==> config.mk <==
export PLATFORM = sky130hd
export DESIGN_NAME = alu_issue_ctrl
export DESIGN_NICKNAME = d
export VERILOG_FILES = /design/src/rtl/alu_ctrl_pkg.sv /design/src/rtl/alu_issue_ctrl_rr_arbiter.sv /design/src/rtl/alu_issue_ctrl.sv
export SDC_FILE = /design/constraint.sdc
export NUM_CORES = 1
export LEC_CHECK = 0
export ABC_CLOCK_PERIOD_IN_PS = 2900
export CAP_MARGIN = 0
export CORE_MARGIN = 1.5
export CORE_UTILIZATION = 30
export DETAILED_ROUTE_END_ITERATION = 8
export GPL_TIMING_DRIVEN = 0
export PLACE_DENSITY = 0.66
export SLEW_MARGIN = 20
export SYNTH_ARGS = -nofsm -noshare
export SYNTH_HDL_FRONTEND = slang
export SYNTH_SLANG_ARGS = --single-unit
==> constraint.sdc <==
create_clock -name clk -period 2.9 [get_ports clk]
set_input_delay 0.58 -clock clk [delete_from_list [all_inputs] [get_ports clk]]
set_output_delay 0.58 -clock clk [all_outputs]
set_load 0.03 [all_outputs]
==> src/rtl/alu_ctrl_pkg.sv <==
// Shared types and widths for the ALU issue controller and its arbiter.
// Operands are 5-bit signed, opcodes 3-bit, and results 9-bit signed.
package alu_ctrl_pkg;
    localparam int DW  = 5;
    localparam int OPW = 3;
    localparam int RW  = 9;

    // Opcode bit 2 selects the operation class.
    localparam logic OP_ARTH  = 1'b0;
    localparam logic OP_LOGIC = 1'b1;

    typedef enum logic [1:0] {
        IDLE,
        EXEC,
        CAPT,
        RESP
    } alu_ctrl_state_e;
endpackage

==> src/rtl/alu_issue_ctrl_rr_arbiter.sv <==
// Combinational N-way round-robin arbiter. The search starts at ptr and moves
// upward with wrap. Outputs are a one-hot grant and its binary index.
module rr_arbiter #(
    parameter int N  = 4,
    parameter int IW = $clog2(N)
) (
    input  logic [N-1:0]  req,
    input  logic [IW-1:0] ptr,
    output logic [N-1:0]  gnt,
    output logic [IW-1:0] gnt_idx,
    output logic          gnt_any
);
    // pos[k] is the requester visited k steps after ptr.
    logic [IW:0] pos [N];
    logic        found;

    genvar gi;
    generate
        for (gi = 0; gi < N; gi++) begin : g_pos
            logic [IW:0] sum;
            assign sum     = {1'b0, ptr} + (IW+1)'(gi);
            assign pos[gi] = (sum >= (IW+1)'(N)) ? sum - (IW+1)'(N) : sum;
        end
    endgenerate

    always_comb begin
        found   = 1'b0;
        gnt     = '0;
        gnt_idx = '0;
        for (int k = 0; k < N; k++) begin
            if (!found && req[pos[k][IW-1:0]]) begin
                found   = 1'b1;
                gnt_idx = pos[k][IW-1:0];
            end
        end
        if (found) begin
            gnt[gnt_idx] = 1'b1;
        end
        gnt_any = found;
    end
endmodule

==> src/rtl/alu_issue_ctrl.sv <==
// Round-robin issue controller for the shared registered ALU. It accepts one
// operation, runs it through the ALU and returns the tagged result, then repeats.
module alu_issue_ctrl
    import alu_ctrl_pkg::*;
#(
    parameter  int N_REQ = 4,
    localparam int IDW   = $clog2(N_REQ)
) (
    input  logic                    clk,
    input  logic                    rstn,
    input  logic [N_REQ-1:0]        req_valid,
    output logic [N_REQ-1:0]        req_ready,
    input  logic [N_REQ*DW-1:0]     req_in1,
    input  logic [N_REQ*DW-1:0]     req_in2,
    input  logic [N_REQ*OPW-1:0]    req_op,
    output logic                    rsp_valid,
    input  logic                    rsp_ready,
    output logic signed [RW-1:0]    rsp_data,
    output logic [IDW-1:0]          rsp_id,
    output logic signed [DW-1:0]    alu_in1,
    output logic signed [DW-1:0]    alu_in2,
    output logic [OPW-1:0]          alu_opcode,
    input  logic signed [RW-1:0]    alu_out,
    output logic [15:0]             issue_cnt
);
    alu_ctrl_state_e state_reg;
    logic [IDW-1:0]  ptr_reg;
    logic [IDW-1:0]  ptr_next;
    logic [IDW-1:0]  gnt_reg;
    logic [DW-1:0]   alu_in1_reg;
    logic [DW-1:0]   alu_in2_reg;
    logic [OPW-1:0]  alu_op_reg;
    logic [RW-1:0]   rsp_data_reg;
    logic            rsp_valid_reg;
    logic [15:0]     issue_cnt_reg;

    logic [N_REQ-1:0] gnt_onehot;
    logic [IDW-1:0]   gnt_idx;
    logic             gnt_any;

    logic [DW-1:0]  in1_arr [N_REQ];
    logic [DW-1:0]  in2_arr [N_REQ];
    logic [OPW-1:0] op_arr  [N_REQ];

    genvar gi;
    generate
        for (gi = 0; gi < N_REQ; gi++) begin : g_unpack
            assign in1_arr[gi] = req_in1[gi*DW +: DW];
            assign in2_arr[gi] = req_in2[gi*DW +: DW];
            assign op_arr[gi]  = req_op[gi*OPW +: OPW];
        end
    endgenerate

    rr_arbiter #(
        .N  (N_REQ),
        .IW (IDW)
    ) u_arb (
        .req     (req_valid),
        .ptr     (ptr_reg),
        .gnt     (gnt_onehot),
        .gnt_idx (gnt_idx),
        .gnt_any (gnt_any)
    );

    // The grant is only offered while idle, so it acts as the accept strobe.
    assign req_ready = (state_reg == IDLE) ? gnt_onehot : '0;
    assign ptr_next  = (gnt_reg == IDW'(N_REQ - 1)) ? '0 : gnt_reg + IDW'(1);

    always_ff @(posedge clk or negedge rstn) begin
        if (!rstn) begin
            state_reg     <= IDLE;
            ptr_reg       <= '0;
            gnt_reg       <= '0;
            alu_in1_reg   <= '0;
            alu_in2_reg   <= '0;
            alu_op_reg    <= '0;
            rsp_data_reg  <= '0;
            rsp_valid_reg <= 1'b0;
            issue_cnt_reg <= '0;
        end else begin
            case (state_reg)
                IDLE: begin
                    if (gnt_any) begin
                        alu_in1_reg <= in1_arr[gnt_idx];
                        alu_in2_reg <= in2_arr[gnt_idx];
                        alu_op_reg  <= op_arr[gnt_idx];
                        gnt_reg     <= gnt_idx;
                        state_reg   <= EXEC;
                    end
                end
                EXEC: state_reg <= CAPT;
                CAPT: begin
                    rsp_data_reg  <= alu_out;
                    rsp_valid_reg <= 1'b1;
                    state_reg     <= RESP;
                end
                RESP: begin
                    if (rsp_ready) begin
                        rsp_valid_reg <= 1'b0;
                        issue_cnt_reg <= issue_cnt_reg + 16'd1;
                        ptr_reg       <= ptr_next;
                        state_reg     <= IDLE;
                    end
                end
                default: state_reg <= IDLE;
            endcase
        end
    end

    assign alu_in1    = alu_in1_reg;
    assign alu_in2    = alu_in2_reg;
    assign alu_opcode = alu_op_reg;
    assign rsp_data   = rsp_data_reg;
    assign rsp_valid  = rsp_valid_reg;
    assign rsp_id     = gnt_reg;
    assign issue_cnt  = issue_cnt_reg;
endmodule
Yosys cells after proc, flatten, opt, wreduce, memory -nomap -nowiden
Cells that the tools add are included.

Logic and storage cells: 88. Bits in registers: 45. Input bits: 68.

$add $sub $neg: 9. Reductions and logical operators: 13. $lt $le $gt $ge: 11. Equal/unequal tests: 6. Bitwise logic cells: 1. Muxes and demuxes: 39.

Operators by type and width (count): 2-to-1 mux 2 bit (11); binary-select mux 5 bit (select 2 bit) (2); 2-to-1 mux 5 bit (4); adder 16 x 1 -> 16 bit (second input constant) (1); < comparator 2 x 3 -> 1 bit (second input constant) (5); >= comparator 3 bit (second input constant) (4); 2-to-1 mux 1 bit (10); binary-select mux 1 bit (select 2 bit) (4); 2-to-1 mux 4 bit (2); one-hot mux 2 bit (4 select lines) (1); AND reduction 2 bit (4); subtractor 2 x 1 -> 2 bit (second input constant) (4); adder 2 x 2 -> 3 bit (second input constant) (2); binary-select mux 3 bit (select 2 bit) (1); == test 2 bit (second input constant) (3); 2-to-1 mux 3 bit (2); logical AND 1 bit (4); inequality test 2 bit (second input constant) (2); adder 2 x 1 -> 3 bit (second input constant) (1); >= comparator 2 x 3 -> 1 bit (second input constant) (1); logical NOT 1 bit (3); inverter 2 -> 3 bit (1); adder 2 x 1 -> 2 bit (second input constant) (1); demux 1 bit (select 2 bit) (1); other kinds (5) (5).

Depth between registers and ports, before layout
Word-level depth: 20. Mapped depth: 7. Depth with buffers taken out: 6.

Cells and area by module
A second synthesis with hierarchy kept.

Cells, all modules: 185. Area, all modules: 2407.3 um2.

Modules (own cells, without submodules): alu_issue_ctrl (instances 1, cells each 152, area each 2195.9 um2); rr_arbiter (instances 1, cells each 33, area each 211.5 um2).

Worst setup path after synthesis
OpenSTA, ideal clock, no wires.

Path type: input -> output. Start: input req_valid[2]. End: output req_ready[1]. Buffers on the path: 1. Setup slack: 0.198 ns. Stages on the path: 5. Data required time: 2.320 ns. Arrival time: 2.122 ns. Cells stage by stage: mux2i_1 > nor2_2 > a311o_4 > buf_6 > nor3b_1.

Longest elaborated chain between the ends: 18. Elaborated cells on any way between the ends: 29. Those cells by class: order compare: 2; mux: 20; reduce/logical: 7.

Ends and longest elaborated chain: start, declared (RTL line alu_issue_ctrl.sv:11) `input logic [N_REQ-1:0] req_valid,`; binary-select mux 1 bit (select 2 bit) (RTL line alu_issue_ctrl_rr_arbiter.sv:31) `if (!found && req[pos[k][IW-1:0]]) begin`; 2-to-1 mux 1 bit (implied by the code) (RTL line alu_issue_ctrl_rr_arbiter.sv:31); 2-to-1 mux 1 bit (RTL line alu_issue_ctrl_rr_arbiter.sv:31); logical NOT 1 bit (RTL line alu_issue_ctrl_rr_arbiter.sv:31); logical AND 1 bit (RTL line alu_issue_ctrl_rr_arbiter.sv:31); 2-to-1 mux 1 bit (RTL line alu_issue_ctrl_rr_arbiter.sv:31); logical NOT 1 bit (RTL line alu_issue_ctrl_rr_arbiter.sv:31); logical AND 1 bit (RTL line alu_issue_ctrl_rr_arbiter.sv:31); [... 2 more ...]; logical AND 1 bit (RTL line alu_issue_ctrl_rr_arbiter.sv:31); 2-to-1 mux 2 bit (RTL line alu_issue_ctrl_rr_arbiter.sv:31); < comparator 2 x 3 -> 1 bit (implied by the code) or >= comparator 2 x 1 -> 1 bit (tied branches) (RTL line alu_issue_ctrl_rr_arbiter.sv:37) `gnt[gnt_idx] = 1'b1;`; logical AND 1 bit (implied by the code) (RTL line alu_issue_ctrl_rr_arbiter.sv:37); 2-to-1 mux 1 bit (implied by the code) (RTL line alu_issue_ctrl_rr_arbiter.sv:37); demux 1 bit (select 2 bit); 2-to-1 mux 4 bit * (RTL line alu_issue_ctrl_rr_arbiter.sv:36) `if (found) begin`; 2-to-1 mux 4 bit * (RTL line alu_issue_ctrl.sv:66) `assign req_ready = (state_reg == IDLE) ? gnt_onehot : '0;`; end, declared (RTL line alu_issue_ctrl.sv:12) `output logic [N_REQ-1:0] req_ready,`.

Mark *: on every way between the ends. The rest lies on a longest branch, timed or not. The select of a mux whose other input is x is not followed.

Worst setup path in the final report
Ends and elaborated chain as after synthesis.

==> reports/metrics.yaml <==
synth:
  ys_warn_count: 0
  yosys.area_share.adder: 0.0248
  synth.area.top_cells: "dfrtp_1 45%, a211oi_2 12%, mux2i_1 5.6%"
  synth_cell_type_count: 41
  synth_edf_count: 0
  synth-simple-area-share: 0.164
  synth_mux_area_frac: 0.105
  syn_inst: 231
  synth-compound-area-share: 0.168
  synth_top_area_cell: "dfrtp_1"
  post_synth_instance_area_mm2: 0.00252
  synthesis.nets: 304
  ys_async_sr_fraction: 1.00
  ys_seq_area_frac: 0.447
  syn_avg_cell_area_um2: 10.9
  synth_top_area_frac: 0.447
  synthXorXnorAreaFrac: 0.0522
  synth_top_family_by_area: "compound AO/OA/AOI/OAI gates"
  ys.flop_type: "dfrtp_1"
  synth_seq_cells: 45
timing:
  worst_slew_pin_slew_ns: 0.514
  hold_viol_final: 0
  rsz0062_at_grt: "no"
  relSlewSlack: 0.658
  clock_skew_ns: 0.00918
  setup_ws_ns: 0.0994
  fmax_mhz: 357
  finalCritPeriodShare: 0.966
  finalSetupTns_ns: 0
  finalCriticalPeriod_ns: 2.80
  setup_viol: 0
  drv_slew: 0
final_layout:
  layout.cells.non_filler: 460
  num_antenna_cells: 0
  fillers: 785
  fin_nets: 427
  multiInputGateArea_mm2: 0.00134
  ff_latch_area_mm2: 0.00113
  largest_reg_flops: 16
  drive_gt1_frac: 0.194
  area_growth_pct: 56.6
  utilization: 0.483
detailed_routing:
  drc: 0
  wire_per_inst_um: 14.4
  via_per_inst: 4.64
  via_count: 2135
  wl_mm: 6.63
  drtAntennaViolNets: 0
  drt_iter0_markers: 44
  first_pass_iters: 4
power:
  peakVddDrop_v: 0.000523
  power.share.combinational: 0.591
  seqPwrFrac: 0.293
  powerDensity_mw_per_mm2: 897
  total_power_uw: 3540
  power.leakage_uw: 0.00164
  cellInternalPower_uw: 2020
  swShare: 0.430
  pwr-share-clk: 0.115
  p_switching_uw: 1520
run_status:
  outcome: "completed"
floorplanning:
  die_h_um: 94.6
  die_area_mm2: 0.00895
  io_pins: 113
  die_w_um: 94.6
  initial_core_util: 0.308
  num_rows: 33
  core_mm2: 0.00818
placement:
  port_buffers: 112
  placed_cells: 449
  post-dp-hpwl_mm: 5.25
  place.gp.congestion: 0.763
  pre_cts_ws_ns: -0.648
critical_path:
  worstSetupPathType: "in2out"
  cp-start-kind: "input port"
  worstSetupEndpointType: "primary output"
  critPathMaxFanout: 10
  critPathMaxStageDelay_ns: 0.43
  arrival_ns: 2.22
  cp_data_required_time_ns: 2.32
  crit_chain: "dlygate4sd2_1, mux2i_1, nor2_2, a311o_4, buf_6, nor3b_1, buf_2"
  slowest_stage: "a311o_4"
clock_tree:
  clk_path_buf_depth: 2
  ctsRootBufferMaster: "clkbuf_8"
  cts_tree: "done"
  cts.htree.levels: 2
  cts.sinks: 45
  insertion_delay_ns: 0.29
  cts_buffers: 5
  clk_pin_slew_ns: 0.09
grt:
  grt_pass1_vias: 2192
  antenna_found_initial: 0
  grt_overflow_total: 0
  grt_max_degree: 32
  grt_pass1_wl_mm: 10.7
  grt_usage: 0.152
min_path:
  worst_hold_path_type: "in2async"
flow_run:
  drv_cap: 0
## routing by layer
metal  wire length (um)  global-route usage  vias up  share of wire
met5                  0                   0        -              0
met4                 59              0.0373        0         0.0089
met3                323              0.0322        4          0.049
met2               3270               0.250       46           0.49
met1               2970               0.203     1027           0.45
li1                   -                   -     1058              -
## area by class of cell
type	count	area share
buffer	10	0.0200
clock buffer	6	0.0209
clock inverter	2	0.00349
inverter	6	0.00571
multi-input combinational	170	0.340
sequential	45	0.285
tap	105	0.0333
timing repair buffer	116	0.291
## worst paths after layout
path,from,to,slack [ns],cells past startpoint
max,req_valid[2],req_ready[1],0.1,7
min,rstn,alu_in2[1],0.19,1
max reg2reg,ptr_reg[1],alu_in1[3],0.96,7
min reg2reg,issue_cnt[15],issue_cnt[15],0.47,1
max in group asynchronous,rstn,issue_cnt[6],2.21,2
min in group clk,issue_cnt[15],issue_cnt[15],0.47,1
## critical path: cells and delay by family
kind	cells	cell delay (ns)
simple gates	2	0.27
compound gates	1	0.43
mux	1	0.21
buf+inv	3	0.73
## Yosys cell counts (all sizes together), types with 2 or more instances
cell / number
and2: 2
dfrtp: 45
nand4: 3
nor2b: 4
nand2: 27
mux2: 11
nand2b: 4
buf: 6
clkbuf: 4
ha: 5
nor2: 22
or2: 2
nor3: 15
o21ai: 3
inv: 6
xor2: 5
mux2i: 14
a211oi: 26
nand3: 3
xnor2: 10
a21oi: 3
## through the flow
step	instance area, um2	hold slack, ns
finish	3950	0.194
global placement	3770	0.454
detailed placement	3790	0.460
global route	3950	0.211
CTS	3910	0.195
floorplan	2520	0.284
## placed cells by master, fill, tap and decap left out, types with 2 or more instances in the layout
cell and instances:
a211oi_2 25, clkdlybuf4s15_2 2, mux2i_1 14, buf_8 2, nor2_1 20, xnor2_1 10
nor3_1 15, nand4_1 3, dlygate4sd2_1 3, clkdlybuf4s50_1 103, nand3_1 3, buf_4 4
mux2_2 11, xor2_1 5, dfrtp_1 45, and2_1 2, buf_6 2, buf_2 3
inv_1 6, clkbuf_8 6, nand2b_1 3, nand2_1 27, nor2b_1 3, clkbuf_1 4
ha_1 5, a21oi_1 2
## timing repair
item | CTS | global route
buffers inserted | 2 | 1
hold buffers | 0 | 0
gates resized for setup | 27 | 4
pin swaps | 1 | 1
endpoints found under the setup margin | 4 | 2
## cell families after synthesis
logic type | after synthesis
mux | 25
buf+inv | 16
simple gates | 87
flops | 45
fa+ha+maj | 5
xor+xnor | 15
compound gates | 38
## power groups by stage
stage	clock (uW)	sequential, uW	combinational, uW
3_5_place_dp	0	1050	2060
3_3_place_gp	0	1040	2040
6_report	407	1040	2090
2_1_floorplan	0	1440	915
4_1_cts	427	1040	2100
5_1_grt	448	1080	2270
Note: power is estimated with default switching activity, not from simulation.
